**src/rtl/hazard_stall_controller.sv**
```systemverilog
// Pipeline sequencer: load-use stalls, branch flushes,
// memory-wait freezes and debug halt/drain for the 5-stage core.
module hazard_stall_controller #(
    parameter int LOAD_USE_STALL_CYCLES = 1,
    parameter int DRAIN_CYCLES          = 3,
    parameter int CNT_WIDTH             = 32
) (
    input  logic                 clk,
    input  logic                 reset_n,
    input  logic [4:0]           id_rs1_address,
    input  logic [4:0]           id_rs2_address,
    input  logic                 id_uses_rs1,
    input  logic                 id_uses_rs2,
    input  logic [4:0]           ex_rd_address,
    input  logic                 ex_reg_wren,
    input  logic                 ex_is_load,
    input  logic                 ex_branch_taken,
    input  logic                 mem_busy,
    input  logic                 halt_req,
    output logic                 pc_wren,
    output logic                 if_id_wren,
    output logic                 if_id_flush,
    output logic                 id_ex_wren,
    output logic                 id_ex_bubble,
    output logic                 ex_mem_wren,
    output logic                 halted,
    output logic [CNT_WIDTH-1:0] stall_cycles,
    output logic [CNT_WIDTH-1:0] flush_count
);

    localparam logic [1:0] S_RUN        = 2'd0;
    localparam logic [1:0] S_LOAD_STALL = 2'd1;
    localparam logic [1:0] S_DRAIN      = 2'd2;
    localparam logic [1:0] S_HALTED     = 2'd3;

    // The first stall cycle is spent in RUN, so LOAD_STALL covers
    // the remaining LOAD_USE_STALL_CYCLES-1 cycles (cnt counts to 0).
    localparam logic [3:0] LS_INIT =
        (LOAD_USE_STALL_CYCLES > 1) ? 4'(LOAD_USE_STALL_CYCLES - 2) : 4'd0;
    localparam logic [3:0] DR_INIT = 4'(DRAIN_CYCLES - 1);

    localparam logic [CNT_WIDTH-1:0] CNT_ONE =
        {{(CNT_WIDTH-1){1'b0}}, 1'b1};
    localparam logic [CNT_WIDTH-1:0] CNT_MAX = '1;

    logic [1:0]           r_state;
    logic [3:0]           r_cnt;
    logic [CNT_WIDTH-1:0] r_stall_cycles;
    logic [CNT_WIDTH-1:0] r_flush_count;

    logic [1:0] w_state_nxt;
    logic [3:0] w_cnt_nxt;
    logic       w_stall_inc;
    logic       w_flush_inc;

    logic w_rs1_hit;
    logic w_rs2_hit;
    logic w_load_use;

    logic w_pc_wren;
    logic w_if_id_wren;
    logic w_if_id_flush;
    logic w_id_ex_wren;
    logic w_id_ex_bubble;
    logic w_ex_mem_wren;
    logic w_halted;

    // Load-use hazard: EX load writes a nonzero rd that ID reads.
    always_comb begin
        w_rs1_hit  = id_uses_rs1 & (id_rs1_address == ex_rd_address);
        w_rs2_hit  = id_uses_rs2 & (id_rs2_address == ex_rd_address);
        w_load_use = ex_is_load & ex_reg_wren
                   & (ex_rd_address != 5'd0)
                   & (w_rs1_hit | w_rs2_hit);
    end

    // Per-cycle control outputs and next state.
    always_comb begin
        w_pc_wren      = 1'b1;
        w_if_id_wren   = 1'b1;
        w_if_id_flush  = 1'b0;
        w_id_ex_wren   = 1'b1;
        w_id_ex_bubble = 1'b0;
        w_ex_mem_wren  = 1'b1;
        w_halted       = 1'b0;
        w_state_nxt    = r_state;
        w_cnt_nxt      = r_cnt;
        w_stall_inc    = 1'b0;
        w_flush_inc    = 1'b0;

        if (r_state == S_HALTED) begin
            // Frozen; a pending RAM wait is irrelevant here.
            w_pc_wren     = 1'b0;
            w_if_id_wren  = 1'b0;
            w_id_ex_wren  = 1'b0;
            w_ex_mem_wren = 1'b0;
            w_halted      = 1'b1;
            if (!halt_req) begin
                w_state_nxt = S_RUN;
            end
        end else if (mem_busy) begin
            // Whole pipe freezes; state and cnt hold.
            w_pc_wren     = 1'b0;
            w_if_id_wren  = 1'b0;
            w_id_ex_wren  = 1'b0;
            w_ex_mem_wren = 1'b0;
            w_stall_inc   = 1'b1;
        end else begin
            case (r_state)
                S_RUN: begin
                    if (ex_branch_taken) begin
                        // Branch beats load-use: the dependent
                        // instruction is discarded anyway.
                        w_if_id_flush  = 1'b1;
                        w_id_ex_bubble = 1'b1;
                        w_flush_inc    = 1'b1;
                    end else if (w_load_use) begin
                        w_pc_wren      = 1'b0;
                        w_if_id_wren   = 1'b0;
                        w_id_ex_bubble = 1'b1;
                        w_stall_inc    = 1'b1;
                        if (LOAD_USE_STALL_CYCLES > 1) begin
                            w_state_nxt = S_LOAD_STALL;
                            w_cnt_nxt   = LS_INIT;
                        end
                    end else if (halt_req) begin
                        w_pc_wren      = 1'b0;
                        w_if_id_wren   = 1'b0;
                        w_id_ex_bubble = 1'b1;
                        w_state_nxt    = S_DRAIN;
                        w_cnt_nxt      = DR_INIT;
                    end
                end
                S_LOAD_STALL: begin
                    // EX holds a bubble, so no new hazard or branch.
                    w_pc_wren      = 1'b0;
                    w_if_id_wren   = 1'b0;
                    w_id_ex_bubble = 1'b1;
                    w_stall_inc    = 1'b1;
                    if (r_cnt == 4'd0) begin
                        w_state_nxt = S_RUN;
                    end else begin
                        w_cnt_nxt = r_cnt - 4'd1;
                    end
                end
                S_DRAIN: begin
                    // Older instructions keep retiring while
                    // bubbles fill in behind them.
                    w_pc_wren      = 1'b0;
                    w_if_id_wren   = 1'b0;
                    w_id_ex_bubble = 1'b1;
                    if (r_cnt == 4'd0) begin
                        w_state_nxt = S_HALTED;
                    end else begin
                        w_cnt_nxt = r_cnt - 4'd1;
                    end
                end
                default: begin
                    w_state_nxt = S_RUN;
                    w_cnt_nxt   = 4'd0;
                end
            endcase
        end
    end

    // Sequencer state and down-counter.
    always_ff @(posedge clk or negedge reset_n) begin
        if (!reset_n) begin
            r_state <= S_RUN;
            r_cnt   <= 4'd0;
        end else begin
            r_state <= w_state_nxt;
            r_cnt   <= w_cnt_nxt;
        end
    end

    // Saturating performance counters.
    always_ff @(posedge clk or negedge reset_n) begin
        if (!reset_n) begin
            r_stall_cycles <= '0;
            r_flush_count  <= '0;
        end else begin
            if (w_stall_inc && (r_stall_cycles != CNT_MAX)) begin
                r_stall_cycles <= r_stall_cycles + CNT_ONE;
            end
            if (w_flush_inc && (r_flush_count != CNT_MAX)) begin
                r_flush_count <= r_flush_count + CNT_ONE;
            end
        end
    end

    // While in reset the pipe is frozen with a bubble in ID/EX.
    assign pc_wren      = reset_n & w_pc_wren;
    assign if_id_wren   = reset_n & w_if_id_wren;
    assign if_id_flush  = reset_n & w_if_id_flush;
    assign id_ex_wren   = reset_n & w_id_ex_wren;
    assign id_ex_bubble = ~reset_n | w_id_ex_bubble;
    assign ex_mem_wren  = reset_n & w_ex_mem_wren;
    assign halted       = reset_n & w_halted;
    assign stall_cycles = r_stall_cycles;
    assign flush_count  = r_flush_count;

endmodule

```
**config.mk**
```make
export PLATFORM = sky130hd
export DESIGN_NAME = hazard_stall_controller
export DESIGN_NICKNAME = d
export VERILOG_FILES = /design/src/rtl/hazard_stall_controller.sv
export SDC_FILE = /design/constraint.sdc
export NUM_CORES = 1
export LEC_CHECK = 0
export ABC_CLOCK_PERIOD_IN_PS = 3700
export CORE_UTILIZATION = 53
export CTS_CLUSTER_SIZE = 24
export DETAILED_ROUTE_END_ITERATION = 10
export PLACE_DENSITY = 0.95
export SLEW_MARGIN = 20
export SYNTH_ARGS = -nofsm -noshare
export SYNTH_HDL_FRONTEND = slang
export SYNTH_SLANG_ARGS = --single-unit
```
**constraint.sdc**
```tcl
create_clock -name clk -period 3.7 [get_ports clk]
set_input_delay 0.37 -clock clk [delete_from_list [all_inputs] [get_ports clk]]
set_output_delay 0.37 -clock clk [all_outputs]
set_load 0.05 [all_outputs]
```
* Word level (Yosys, flattened, before mapping)
Index checks and enable logic that the tools add are counted.
** Operators by class
- Eq/ne operators :: 18
- Multiplexer cells :: 38
- Reduce and logical (&&, ||, !) cells :: 8
- Add/sub/neg operators :: 3
- Bitwise operators :: 14
** Operator list (count)
- $add 32x1->32 const B :: 2
- $ne 32x32->1 const B :: 2
- $mux 1 :: 21
- $mux 2 :: 8
- $mux 4 :: 4
- $ne 3x3->1 const B :: 5
- $eq 5x5->1 :: 2
- $ne 2x2->1 const B :: 5
- $and 1x1->1 :: 9
- $pmux 4 s2 :: 1
- $reduce_and 7->1 :: 1
- $pmux 1 s2 :: 3
- $pmux 2 s3 :: 1
- $reduce_and 6->1 :: 1
- $reduce_bool 5->1 :: 1
- $eq 2x2->1 const B :: 2
- $logic_not 4->1 :: 1
- $sub 4x1->4 const B :: 1
- $not 1->1 :: 3
- $eq 2x1->1 const B :: 1
- $logic_and 1x1->1 :: 2
- $logic_not 2->1 :: 1
- $ne 2x1->1 const B :: 1
- $or 1x1->1 :: 2
- $reduce_or 2->1 :: 1
** Storage, ports and cells
- Output and inout port bits :: 71
- Input port bits :: 24
- Logic and storage cells :: 85
- Register bits :: 70

* Longest topological paths before layout
Gate-level depths: netlist (run 1).
- Depth after elaboration :: 10
- Depth in mapped cells :: 9
- Gate-level depth less buffers :: 8

* Worst setup path before layout (run 1)
No wires, ideal clock.
- Path kind :: input-to-output
- Start point :: in ex_rd_address[1]
- End point :: out pc_wren
- Data required time :: 3.330 ns
- Slack :: 0.449 ns
- Stages on the path :: 6
- Arrival time :: 2.881 ns
- Buffers on the path :: 1
- Cell sequence :: or3_1 o311a_1 inv_1 o21ai_0 a221oi_1 buf_4
** Between the ends
- Cells in the longest elaborated chain, start to end :: 10
- Elaborated cells on any way between the ends :: 14
- Those cells by class :: eq/ne: 2; mux: 5; bitwise: 6; reduce/logical: 1
** RTL lines
- from (decl) :: RTL line 14 : input logic [4:0] ex_rd_address,
- $eq 5x5->1, on equally long branches :: RTL line 70, 71
- $and 1x1->1, on equally long branches :: RTL line 70, 71
- $or 1x1->1 :: RTL line 74 : & (w_rs1_hit | w_rs2_hit);
- $and 1x1->1 * :: RTL line 74
- $mux 1 * (2 in a row)
- $pmux 1 s2 *
- $mux 1 * (2 in a row)
- $and 1x1->1 *
- to (decl) :: RTL line 20 : output logic pc_wren,
Every way passes the cells marked *; elsewhere a longest branch is shown, timed or not.

* Worst setup path in the final report (run 1)
- Start point :: in ex_rd_address[1]
- End point :: out if_id_wren
** Between the ends
- Cells in the longest elaborated chain, start to end :: 10
- Elaborated cells on any way between the ends :: 14
- Those cells by class :: eq/ne: 2; mux: 5; bitwise: 6; reduce/logical: 1
** RTL lines
- $eq 5x5->1, on equally long branches :: RTL line 70, 71
- $and 1x1->1, on equally long branches :: RTL line 70, 71
- $or 1x1->1 :: RTL line 74
- $and 1x1->1 * :: RTL line 74
- $mux 1 * :: RTL line 117 : end else if (w_load_use) begin
- $mux 1 * :: RTL line 111 : if (ex_branch_taken) begin
- $pmux 1 s2 * :: RTL line 109 : case (r_state)
- $mux 1 * :: RTL line 101 : end else if (mem_busy) begin
- $mux 1 * :: RTL line 91 : if (r_state == S_HALTED) begin
- $and 1x1->1 * :: RTL line 194 : assign if_id_wren = reset_n & w_if_id_wren;
- to (decl) :: RTL line 21 : output logic if_id_wren,
Marked as above.

==> out/results.tsv, run 1 <==
metric	value	unit
outcome	completed	
maximum fanout along the worst path	3	
crit-path max cell delay	880	ps
total negative slack	0	ps
most common library cells after synthesis	dfrtp_1, xor2_1, nand2_1, xnor2_1, nor2_1	
vias in the first global route	3149	
Routed wire per std cell	15.3	um
min Tclk post-route	3390	ps
area of the multi-input gates	1870	um^2
Synth Instances	377	
Top Ports	95	
Cell Rows	30	
Final WS setup	311	ps
CTS resizes	0	
initial antenna violation count	0	
total wire length	8.79	mm
H-tree depth	3	
CTS tree	built	
total power draw	2.98	mW
Placed Cells	558	
post-synthesis instance area	3730	um^2
drt drc	0	
clock sinks	70	
FF-to-FF path depth	8	
clk root buf	clkbuf_8	
core area	6790	um^2
Slew Limit Fails	0	
post-CTS setup buffer count	0	
Filler cells	477	
Area contributors post-synth	dfrtp_1, xor2_1, xnor2_1	
Nets	505	
warnings from Yosys	0	
gr ovfl total	0	
Pwr Density	597	nW/um^2
Highest Clock Rate	0.295	GHz
Placement Setup Slack	340	ps
Critical Path Sink	if_id_wren	
First DRT Iteration DRCs	218	
setup violators final	0	
Yosys cell types	45	
Worst EP required	3330	ps
most common cell in the netlist	dfrtp_1	
I/O Buffers	94	
critical path arrival	3020	ps
Worst VDD drop	0.670	mV
vias	3187	
antenna cells	0	
Lkg Pwr	2.11	nW
final non-filler cell total	574	
Yosys top cell by area	dfrtp_1	
Final Skew	16.5	ps
R2R Path End	stall_cycles[13]$_DFFE_PN0P_	
CTS buffer count	9	
hold violation count in the final report	0	
share of post-route cells with drive strength above 1	5.02	%
RSZ-0062 raised after global routing	false	
post-route ant nets	0	
worst-margin pin slew	868	ps
FF/Latch Area	1750	um^2
Critical R2R Launch	r_state[0]$_DFFE_PN0P_	
Vias/cell	5.55	
flop2flop setup slack	900	ps
Worst setup SP type	input pin	
cts-stage hold buffer count	0	
clk slew on worst S/H paths	80	ps
global-route wire length before repair	14.4	mm
post-synth top area share	46.9	%
crit-path most repeated cell	clkdlybuf4s50_1	
WS Path Type	input pin to output port	
post-synthesis register bit count	70	
Starting Density	54.9	%
Critical Path Start	ex_rd_address[1]	
All-Layer GR Usage	24.7	%
worst min-delay path category	input pin to asynchronous set/reset pin	
Pre-antenna DRT Iters	4	
GPL Wtd Cong	0.840	
maximum capacitance violations	0	
pin count of the biggest net entering global routing	71	
register area share after synthesis	46.9	%
crit path cell chain	clkdlybuf4s50_1 -> or3_1 -> o311a_1 -> inv_1 -> o21ai_0 -> a221oi_1 -> clkdlybuf4s50_1	
ys flop type	dfrtp_1	
asr flop ratio synth	100	%
die area	7380	um^2
Die Wd	85.9	um
Max transition margin	42.1	%
dpl hpwl	6.40	mm
net count after synthesis	409	
later-pin clock latency in the skew report	340	ps
worst-case clock buffer depth	2	
fin util	73.5	%
Tcrit/Tclk final	91.6	%
endpoint class of the critical path	output port	
Max stage delay cell, worst path	clkdlybuf4s50_1	
P&R area growth vs syn	33.8	%
EDFF count, synth	0	
DIE HEIGHT	85.9	um
syn_area_per_cell	9.90	um^2
-- layout by cell type, fill, tap and decap left out, drive strengths merged, types with 5 or more instances in the layout --
master and instances:
xnor2 34, and3 17, clkbuf 9, nor3 8
nand4 20, nand2 34, and2 5, nor4 14
clkdlybuf4s50 93, ha 8, or3 5, nor2 31
and4 8, o21ai 6, xor2 38, dfrtp 70
inv 14, nand3 24
-- metrics by stage --
step / instance area [um^2] / hold WS, ps
after detailed placement: 4750 / 486
after global placement: 4750 / 474
after CTS: 4990 / 297
after global routing: 4990 / 347
final: 4990 / 271
after floorplan: 3730 / 74.4
-- logic make-up after synthesis --
group	synth area share (%)
xor+xnor	16.9
compound gates	4.59
simple gates	25.3
flops	46.9
mux	0.604
buf+inv	2.95
fa+ha+maj	2.68
-- report_power, final --
part	internal (mW)	switching, mW
Combinational	0.432	0.766
Sequential	0.887	0.148
Clock	0.451	0.297
Total	1.77	1.21
-- final cells by class --
cell class                 count  area share (%)
clock inverter                 7            2.43
tap                           96            2.41
clock buffer                   9            2.48
timing repair buffer          97            19.2
inverter                      13           0.977
multi-input combinational    282            37.4
sequential                    70            35.1
-- metal layers --
layer,global-route usage [%],wire [um],vias up
met5,0,0,-
met4,13.8,254,0
met3,4.33,520,21
met2,39.8,4320,118
met1,31.5,3700,1526
li1,-,-,1522
-- flip-flops by register name, summed over array words and instances, names as in the netlist --
signal,flops
stall_cycles,32
flush_count,32
r_state,2
r_cnt,4
-- worst min-delay path by stage --
| stage | end | startpoint | slack, ps | cells past startpoint |
|---|---|---|---|---|
| 2_1_floorplan | flush_count[0]$_DFFE_PN0P_ | reset_n | 70 | 0 |
| 3_3_place_gp | stall_cycles[9]$_DFFE_PN0P_ | stall_cycles[9]$_DFFE_PN0P_ | 470 | 1 |
| 3_5_place_dp | stall_cycles[9]$_DFFE_PN0P_ | stall_cycles[9]$_DFFE_PN0P_ | 490 | 1 |
| 4_1_cts | flush_count[28]$_DFFE_PN0P_ | reset_n | 300 | 2 |
| 5_1_grt | r_cnt[3]$_DFFE_PN0P_ | reset_n | 350 | 2 |
| 6_report | r_cnt[3]$_DFFE_PN0P_ | reset_n | 270 | 2 |
-- worst max-delay path: cells and delay by family --
kind / cells / cell delay, ps
AOI/OAI and AO/OA: 3 / 790
and+or+nand+nor: 1 / 390
buffers and inverters: 3 / 1470
Note: power is estimated with default switching activity, not from simulation.
==> run 2: changes to the inputs <==
- CORE_ASPECT_RATIO: not set -> 1.4
- TNS_END_PERCENT: not set -> 5
==> run 2 against run 1 <==
Effect of this change: clock power down 32%; count of clock-buffer cells in the layout rose by 3; die area is essentially flat; clock skew down 7.3 ps; sequential share of layout area is 0.68 points higher; largest cell class unchanged; highest routed layer unchanged.
==> out/results.tsv, run 2 (same netlist as run 1, synthesis figures left out) <==
metric	value	unit
outcome	completed	
Pre-antenna DRT Iters	4	
Tcrit/Tclk final	88.2	%
Gate power share	43.7	%
share of post-route cells with drive strength above 1	4.20	%
worst min-delay path category	input pin to asynchronous set/reset pin	
Slew Limit Fails	0	
Net Sw Power	1.18	mW
clk root buf	clkbuf_8	
dpl hpwl	6.75	mm
pin count of the biggest net entering global routing	71	
total power draw	2.75	mW
First DRT Iteration DRCs	144	
vias in the first global route	3343	
later-pin clock latency in the skew report	340	ps
Placement Setup Slack	421	ps
CTS tree	built	
Cell Rows	35	
maximum capacitance violations	0	
global-route wire length before repair	15.1	mm
Top Ports	95	
cts-stage hold buffer count	0	
post-route ant nets	0	
switch share	42.8	%
clock sinks	70	
fin util	73.1	%
Final WS setup	437	ps
Nets	505	
Worst EP required	3330	ps
CTS buffer count	9	
die area	7380	um^2
H-tree depth	3	
post-CTS setup buffer count	0	
drt drc	0	
Final Skew	9.17	ps
core area	6700	um^2
worst-case clock buffer depth	2	
min Tclk post-route	3260	ps
setup violators final	0	
total negative slack	0	ps
Vias/cell	5.72	
Worst setup SP type	input pin	
vias	3251	
Die Wd	72.9	um
Lkg Pwr	2.06	nW
initial antenna violation count	0	
Pwr Density	562	nW/um^2
critical path arrival	2890	ps
Max transition margin	36.0	%
endpoint class of the critical path	output port	
I/O Buffers	94	
All-Layer GR Usage	26.5	%
commonest non-fill, non-tap cell in the layout	clkdlybuf4s50_1	
hold violation count in the final report	0	
DIE HEIGHT	101	um
Worst VDD drop	0.497	mV
maximum fanout along the worst path	3	
WS Path Type	input pin to output port	
worst-margin pin slew	945	ps
Min Hold Slack	311	ps
CTS resizes	0	
P&R area growth vs syn	31.3	%
internal power	1.57	mW
GPL Wtd Cong	0.847	
Highest Clock Rate	0.306	GHz
total wire length	9.29	mm
clock share of power	18.5	%
clk slew on worst S/H paths	70	ps
Flop pwr share	37.8	%
Routed wire per std cell	16.4	um
antenna cells	0	
Starting Density	55.7	%
gr ovfl total	0	
RSZ-0062 raised after global routing	false	
most frequent cells in the layout	clkdlybuf4s50_1, dfrtp_1, xor2_1	
[run 2: cell count changes in the layout (fill, tap and decap cells not counted)]
cell and change:
inv_6 -1, bufinv_16 -3, clkinv_2 +1, clkbuf_1 +2, clkbuf_8 +1, clkinv_4 -2
[run 2: through the flow]
| stage | area, um^2 | instances |
|---|---|---|
| 6_report | 4900 | 568 |
| 5_1_grt | 4900 | 568 |
| 4_1_cts | 4900 | 568 |
| 3_5_place_dp | 4740 | 554 |
| 3_3_place_gp | 4740 | 554 |
| 2_1_floorplan | 3730 | 377 |
[run 2: final cells by class]
cell class                      count  area [um^2]
Clock inverter                      2         10.0
Multi-Input combinational cell    282         1870
Clock buffer                       12          145
Sequential cell                    70         1750
Timing Repair Buffer               97          958
Inverter                           13         48.8
Tap cell                           92          115
Fill cell                         456         1800
[run 2: per-layer routing]
layer	track usage [%]	part of all wire, %	wire length (um)
met3	5.17	6.3	589
met2	48.3	54	4980
met5	0	0	0
met4	13.0	2.3	212
met1	29.2	38	3510
[run 2: final timing paths]
kind | from | cells after the start | to | slack (ps)
min reg2reg | stall_cycles[28]$_DFFE_PN0P_ | 1 | stall_cycles[28]$_DFFE_PN0P_ | 490
max | ex_rd_address[1] | 7 | if_id_wren | 440
max in group asynchronous | reset_n | 2 | flush_count[5]$_DFFE_PN0P_ | 2850
min in group clk | stall_cycles[28]$_DFFE_PN0P_ | 1 | stall_cycles[28]$_DFFE_PN0P_ | 490
max reg2reg | r_state[1]$_DFFE_PN0P_ | 8 | stall_cycles[11]$_DFFE_PN0P_ | 1070
min | reset_n | 2 | stall_cycles[24]$_DFFE_PN0P_ | 310
[run 2: worst max-delay path, stage by stage]
cell	delay, ps
clkdlybuf4s50_1	470
or3_1	380
o311a_1	290
inv_1	90
o21ai_0	100
a221oi_1	310
clkdlybuf4s50_1	860
[run 2: power groups by stage]
| stage | Clock (mW) | Combinational (mW) | Sequential [mW] |
|---|---|---|---|
| finish | 0.510 | 1.20 | 1.04 |
| CTS | 0.517 | 1.21 | 1.04 |
| detailed placement | 0 | 1.20 | 1.05 |
| global placement | 0 | 1.16 | 1.04 |
| floorplan | 0 | 0.522 | 1.33 |
| global route | 0.548 | 1.29 | 1.06 |
